File: src/rtl/register_pkg.sv
// Shared definitions for the general-purpose storage register and the
// blocks that instantiate it.
package register_pkg;

    localparam int unsigned DEFAULT_WIDTH = 8;

    typedef logic [DEFAULT_WIDTH-1:0] reg_word_t;

endpackage : register_pkg

File: src/rtl/register.sv
// Clock-enabled holding register with asynchronous active-low clear.
// The output is taken straight from the storage flops.
module register
    import register_pkg::*;
#(
    parameter int unsigned      WIDTH       = DEFAULT_WIDTH,
    parameter logic [WIDTH-1:0] RESET_VALUE = '0
) (
    input  logic             clk,
    input  logic             rst_,
    input  logic             enable,
    input  logic [WIDTH-1:0] data,
    output logic [WIDTH-1:0] out
);

    logic [WIDTH-1:0] out_d;
    logic [WIDTH-1:0] out_q;

    // NOTE: out_d defaults to the held value before the enable test, so a
    // disabled cycle never leaves the next-state undriven (no latch).
    always_comb begin
        out_d = out_q;
        if (enable) begin
            out_d = data;
        end
    end

    // NOTE: state updates use non-blocking assignments so every flop samples
    // its inputs as they were before the edge.
    always_ff @(posedge clk or negedge rst_) begin
        if (!rst_) begin
            out_q <= RESET_VALUE;
        end else begin
            out_q <= out_d;
        end
    end

    assign out = out_q;

endmodule : register

File: config.mk
export PLATFORM = sky130hd
export DESIGN_NAME = register
export DESIGN_NICKNAME = d
export VERILOG_FILES = /design/src/rtl/register_pkg.sv /design/src/rtl/register.sv
export SDC_FILE = /design/constraint.sdc
export NUM_CORES = 1
export LEC_CHECK = 0
export CAP_MARGIN = 20
export CORE_AREA = 2 2 39 41
export DETAILED_ROUTE_END_ITERATION = 12
export DIE_AREA = 0 0 41 43
export GPL_TIMING_DRIVEN = 0
export RECOVER_POWER = 100
export SLEW_MARGIN = 0
export SYNTH_ARGS = -nofsm -noshare
export SYNTH_HDL_FRONTEND = slang
export SYNTH_SLANG_ARGS = --single-unit
File: constraint.sdc
create_clock -name clk -period 1.24 [get_ports clk]
set_input_delay 0.124 -clock clk [delete_from_list [all_inputs] [get_ports clk]]
set_output_delay 0.124 -clock clk [all_outputs]
set_load 0.005 [all_outputs]
Word level (Yosys, flattened, before mapping). Index checks and enable logic that the tools add are counted.

Bits in registers: 8. Output and inout port bits: 8. Logic and storage cells: 1. Bits of input ports: 11.

Depth between registers and ports, before layout. Gate-level depths: netlist of the first run.

Word-level depth: 0. Mapped depth: 2. Gate-level depth less buffers: 1.

Least setup slack after synthesis of the first run. No wires, ideal clock.

Path kind: register to register. From: register out[0] (netlist name). To: register out_q[0], in the netlist out[0]. Cell stages (with the launch flop): 2. Period minus slack after synthesis: 748 ps. Buffers on the path: 0. Setup time: 125 ps. Data arrival time: 623 ps. Slack: 492 ps. Data required time: 1115 ps. Cells stage by stage: dfrtp_1 -> mux2_4.

RTL lines: to (signal assigned) (line register.sv:34) `out_q <= out_d;`; to (decl) (line register.sv:17) `logic [WIDTH-1:0] out_q;`.

Final worst setup path of the first run.
From: register out_q[4], in the netlist out[4]. To: output port out[4].

RTL lines: to (decl) (line register.sv:13) `output logic [WIDTH-1:0] out`.

No word-level cell between the ends.

==> flow_summary.toml, run 1 <==
[worst_setup_path]
crit_arrival_ps = 890
crit_chain = "dlygate4sd2_1"
cp_slowest_stage_delay_ps = 380
path_max_fanout = 2
cp_top_family = "flip-flops"
worstSetupPathType = "reg2out"
crit_required_ps = 1120
slowest_stage = "dfrtp_1"
rr_endpoint = "out[0]$_DFFE_PN0P_"
rr_worst_depth = 1
rrSetupSlack_ps = 470
cp_num_buf_inv = 1
rr_startpoint = "out[0]$_DFFE_PN0P_"
end_kind = "output port"
start_kind = "flip-flop"

[global_route]
grt_usage = 0.101
grt_overflow = 0
grt_start_max_net_pins = 9
grt_pass1_vias = 272
antenna_found_initial = 0
grt_pass1_wl_um = 1120

[route]
drc = 0
avgRoutedWirePerCell_um = 12.8
vias_per_cell = 4.11
vias = 218
drt_pass1_iterations = 1
ant_nets = 0
first_iter_violations = 0
routed_wl_um = 679

[place]
post-place-ws_ps = 270
place_congestion = 0.600
io_buffers = 17

[floorplan]
die_height_um = 43
start_util = 0.240
rows = 14
dieArea_um2 = 1760
io_pins = 19
die_w_um = 41
core-area_um2 = 1380

[clock_tree]
cts_sinks = 8
cts-hold-fix-buffers = 0
root_buffer = "clkbuf_4"
clk_pin_slew_worst_paths_ps = 50
cts_buffer_depth = 2
cts_htree_levels = 1
numCtsBuffers = 3
tritoncts = "yes"
clock_latency_ps = 250

[timing]
fin_crit_sh = 0.816
max_freq_mhz = 988
skew_ps = 0
setup_viol = 0
rsz0062_at_grt = "no"
period_minus_slack_ps = 1010
relSlewSlack = 0.747
setup_ws_ps = 228
hold_viol_final = 0
setup_tns_ps = 0
maxSlewViolCount = 0
whs_ps = 158
worst_pin_slew_ps = 378

[power_and_ir_drop]
ir_drop_mv = 0.419
power_uw = 597
power_density_nw_per_um2 = 1180
p_leak_uw = 0.000221

[worst_hold_path]
hold_path_class = "in2reg"
whs_endpoint = "out[7]$_DFFE_PN0P_"
hold_start = "enable"
whs_path_depth = 2

[synthesis]
yosys_warnings = 0
syn_inst = 17
synth_seq_cells = 8
yosysUniqueCellTypes = 3
syn_area_um2 = 332
syn_nets = 28
ys_seq_area_frac = 0.604
avgSynthCellArea_um2 = 19.5

[cells_and_area]
fin_nets = 50
utilization = 0.366
antenna_cells = 0
syn2layout_area_growth_pct = 52.8
n_fill_cell = 145
largest_register_ffs = 8
drive_above_1_share = 0.108

[run_status]
status = "finished clean"

[flow_run]
maxCapViolations = 0
==> final cells by class <==
class,instances,area (µm²),area share
Tap cell,16,20.0,0.0395
Buffer,1,11.3,0.0222
Sequential cell,8,200,0.395
Timing Repair Buffer,17,163,0.321
Multi-Input combinational cell,8,90.1,0.178
Clock buffer,3,22.5,0.0444
==> where the power goes <==
group / internal [µW] / switching (µW) / leakage (µW)
Sequential: 287 / 11.8 / 0.0000935
Clock: 111 / 85.5 / 0.0000138
Combinational: 69.9 / 31.6 / 0.000113
Total: 468 / 129 / 0.000221
==> Yosys cell counts <==
library cell | n | area [µm²]
dfrtp_1 | 8 | 200
mux2_4 | 8 | 120
buf_6 | 1 | 11.3
==> kinds of logic after synthesis <==
| kind of cell | share of synthesized area |
|---|---|
| buffers and inverters | 0.0340 |
| DFF | 0.604 |
| muxes | 0.362 |
==> worst max-delay path by stage <==
| stage | cells after the start | slack [ps] | start | endpoint |
|---|---|---|---|---|
| after floorplan | 1 | 490 | out[0]$_DFFE_PN0P_ | out[0]$_DFFE_PN0P_ |
| after global placement | 1 | 280 | out[4]$_DFFE_PN0P_ | out[4] |
| after detailed placement | 1 | 270 | out[1]$_DFFE_PN0P_ | out[1] |
| after CTS | 1 | 4 | out[3]$_DFFE_PN0P_ | out[3] |
| after global routing | 1 | 170 | out[4]$_DFFE_PN0P_ | out[4] |
| final | 1 | 230 | out[4]$_DFFE_PN0P_ | out[4] |
==> layout by cell type (no fill, tap or decap) <==
| cell | netlist | final |
|---|---|---|
| dfrtp_1 | 8 | 8 |
| clkdlybuf4s25_1 | 0 | 2 |
| dlygate4sd2_1 | 0 | 6 |
| mux2_1 | 0 | 8 |
| buf_6 | 1 | 1 |
| dlygate4sd3_1 | 0 | 1 |
| clkbuf_4 | 0 | 3 |
| clkdlybuf4s50_1 | 0 | 8 |
==> per-layer routing <==
metal / share of wire / GRT usage
met1: 0.39 / 0.116
met2: 0.46 / 0.134
met3: 0.15 / 0.0524
met4: 0 / 0.0800
met5: 0 / 0
==> metrics by stage <==
stage               area (µm²)  std cells
finish                     507         53
detailed placement         522         50
global route               507         53
global placement           522         50
CTS                        537         53
floorplan                  332         17
==> repair_timing <==
| item | CTS | global route |
|---|---|---|
| resized for setup | 6 | 2 |
| setup buffers | 0 | 0 |
| cloned | 0 | 0 |
| endpoints found under the setup margin | 6 | 2 |
No activity file was read; power rests on OpenSTA's default activity.
==> run 2, diff against run 1 <==
==> constraint.sdc (replaced) <==
create_clock -name clk -period 1 [get_ports clk]
set_input_delay 0.1 -clock clk [delete_from_list [all_inputs] [get_ports clk]]
set_output_delay 0.1 -clock clk [all_outputs]
set_load 0.005 [all_outputs]
==> run 2 against run 1 <==
Effect of this change:
- first-iteration DRC count is the same
- clock power grew 22%
- cell area is 8.1% higher
- sequential share of layout area shrank 3.0 points
- combinational power rose by 56%
- critical path type unchanged
==> flow_summary.toml, run 2 (synthesized netlist as in run 1, its figures left out) <==
[run_status]
status = "finished clean"

[place]
place_congestion = 0.600
placed_cell_area_um2 = 522
post-place-ws_ps = 54.1
io_buffers = 17

[cells_and_area]
utilization = 0.396
final_area_um2 = 548
drive_above_1_share = 0.250
syn2layout_area_growth_pct = 65.3
fin_nets = 53
most-common-layout-cells = "clkdlybuf4s50_1, dfrtp_1, clkdlybuf4s15_1"
antenna_cells = 0
largest_register_ffs = 8
n_fill_cell = 145

[floorplan]
rows = 14
io_pins = 19
die_w_um = 41
dieArea_um2 = 1760
start_util = 0.240
die_height_um = 43
core-area_um2 = 1380

[timing]
setup_tns_ps = 0
setup_ws_ps = 69.9
hold_viol_final = 0
rsz0062_at_grt = "no"
period_minus_slack_ps = 930
relSlewSlack = 0.754
skew_ps = 0
max_freq_mhz = 1080
fin_crit_sh = 0.930
setup_viol = 0
maxSlewViolCount = 0
worst_pin_slew_ps = 367

[global_route]
grt_start_max_net_pins = 9
grt_usage = 0.103
grt_overflow = 0
grt_pass1_vias = 280
antenna_found_initial = 0
grt_pass1_wl_um = 1130

[route]
wl_met2_um = 329
vias_per_cell = 4.11
vias = 230
first_iter_violations = 0
ant_nets = 0
avgRoutedWirePerCell_um = 12.6
met3_length_um = 100
drc = 0
routed_wl_um = 707
drt_pass1_iterations = 1
wl_met1_um = 277
highest-signal-layer = "met3"

[clock_tree]
clock_latency_ps = 250
root_buffer = "clkbuf_4"
cts_buffer_depth = 2
tritoncts = "yes"
cts_sinks = 8
clk_pin_slew_worst_paths_ps = 50
cts_htree_levels = 1
numCtsBuffers = 3

[power_and_ir_drop]
p_leak_uw = 0.000244
power_uw = 771
power_density_nw_per_um2 = 1410
ir_drop_mv = 0.557

[worst_setup_path]
end_kind = "output port"
cp_slowest_stage_delay_ps = 380
path_max_fanout = 2
crit_required_ps = 900
slowest_stage = "dfrtp_1"
start_kind = "flip-flop"
crit_arrival_ps = 830
crit_chain = "clkdlybuf4s15_1"
cp_top_family = "flip-flops"
cp_num_buf_inv = 1
worstSetupPathType = "reg2out"

[worst_hold_path]
hold_path_class = "in2reg"

[flow_run]
maxCapViolations = 0
-- run 2: changes by cell type in the layout (fill, tap and decap cells not counted), sizes merged --
cell	previous run	this run
clkdlybuf4s25	2	0
clkdlybuf4s15	0	8
dlygate4sd2	6	0
clkbuf	3	6
-- run 2: final timing paths --
path | startpoint | to | slack [ps] | cells after the start
setup / recovery | out[4]$_DFFE_PN0P_ | out[4] | 70 | 1
hold / removal | enable | out[1]$_DFFE_PN0P_ | 140 | 2
setup reg to reg | out[3]$_DFFE_PN0P_ | out[3]$_DFFE_PN0P_ | 130 | 2
hold reg to reg | out[1]$_DFFE_PN0P_ | out[1]$_DFFE_PN0P_ | 500 | 1
max in group asynchronous | rst_ | out[4]$_DFFE_PN0P_ | 540 | 1
min in group asynchronous | rst_ | out[7]$_DFFE_PN0P_ | 200 | 1
-- run 2: timing repair --
action | in CTS | in global routing
buffers inserted | 3 | 0
gates resized for setup | 14 | 2
gates cloned | 0 | 0
setup endpoints to repair | 8 | 2
hold buffers | 0 | 0
-- run 2: cell type report --
class | instances | area, µm² | share of cell area
buffer | 1 | 11.3 | 0.0205
clock buffer | 3 | 22.5 | 0.0411
multi-input combinational | 8 | 101 | 0.185
sequential | 8 | 200 | 0.365
tap | 16 | 20.0 | 0.0365
timing repair buffer | 20 | 193 | 0.352
-- run 2: report_power, final --
group	switching (µW)	internal, µW	leakage, µW
clock	103	137	0.0000138
combinational	44.6	114	0.000137
sequential	15.9	357	0.0000935
-- run 2: through the flow --
stage,hold WS [ps],instances
floorplan,-196,17
global placement,389,50
detailed placement,410,50
CTS,130,56
global route,140,56
finish,144,56
-- run 2: per-layer routing --
metal / vias up / global-route usage
met1: 108 / 0.119
met4: 0 / 0.0800
met3: 0 / 0.0524
met2: 17 / 0.138
li1: 105 / -
met5: - / 0
==> run 3, diff against run 2 <==
--- a/config.mk
+++ b/config.mk
@@ -5,7 +5,6 @@
 export SDC_FILE = /design/constraint.sdc
 export NUM_CORES = 1
 export LEC_CHECK = 0
-export CAP_MARGIN = 20
 export CORE_AREA = 2 2 39 41
 export DETAILED_ROUTE_END_ITERATION = 12
 export DIE_AREA = 0 0 41 43
==> results of run 3 <==
The final DEF is identical to that of run 2; final timing and power are the same.
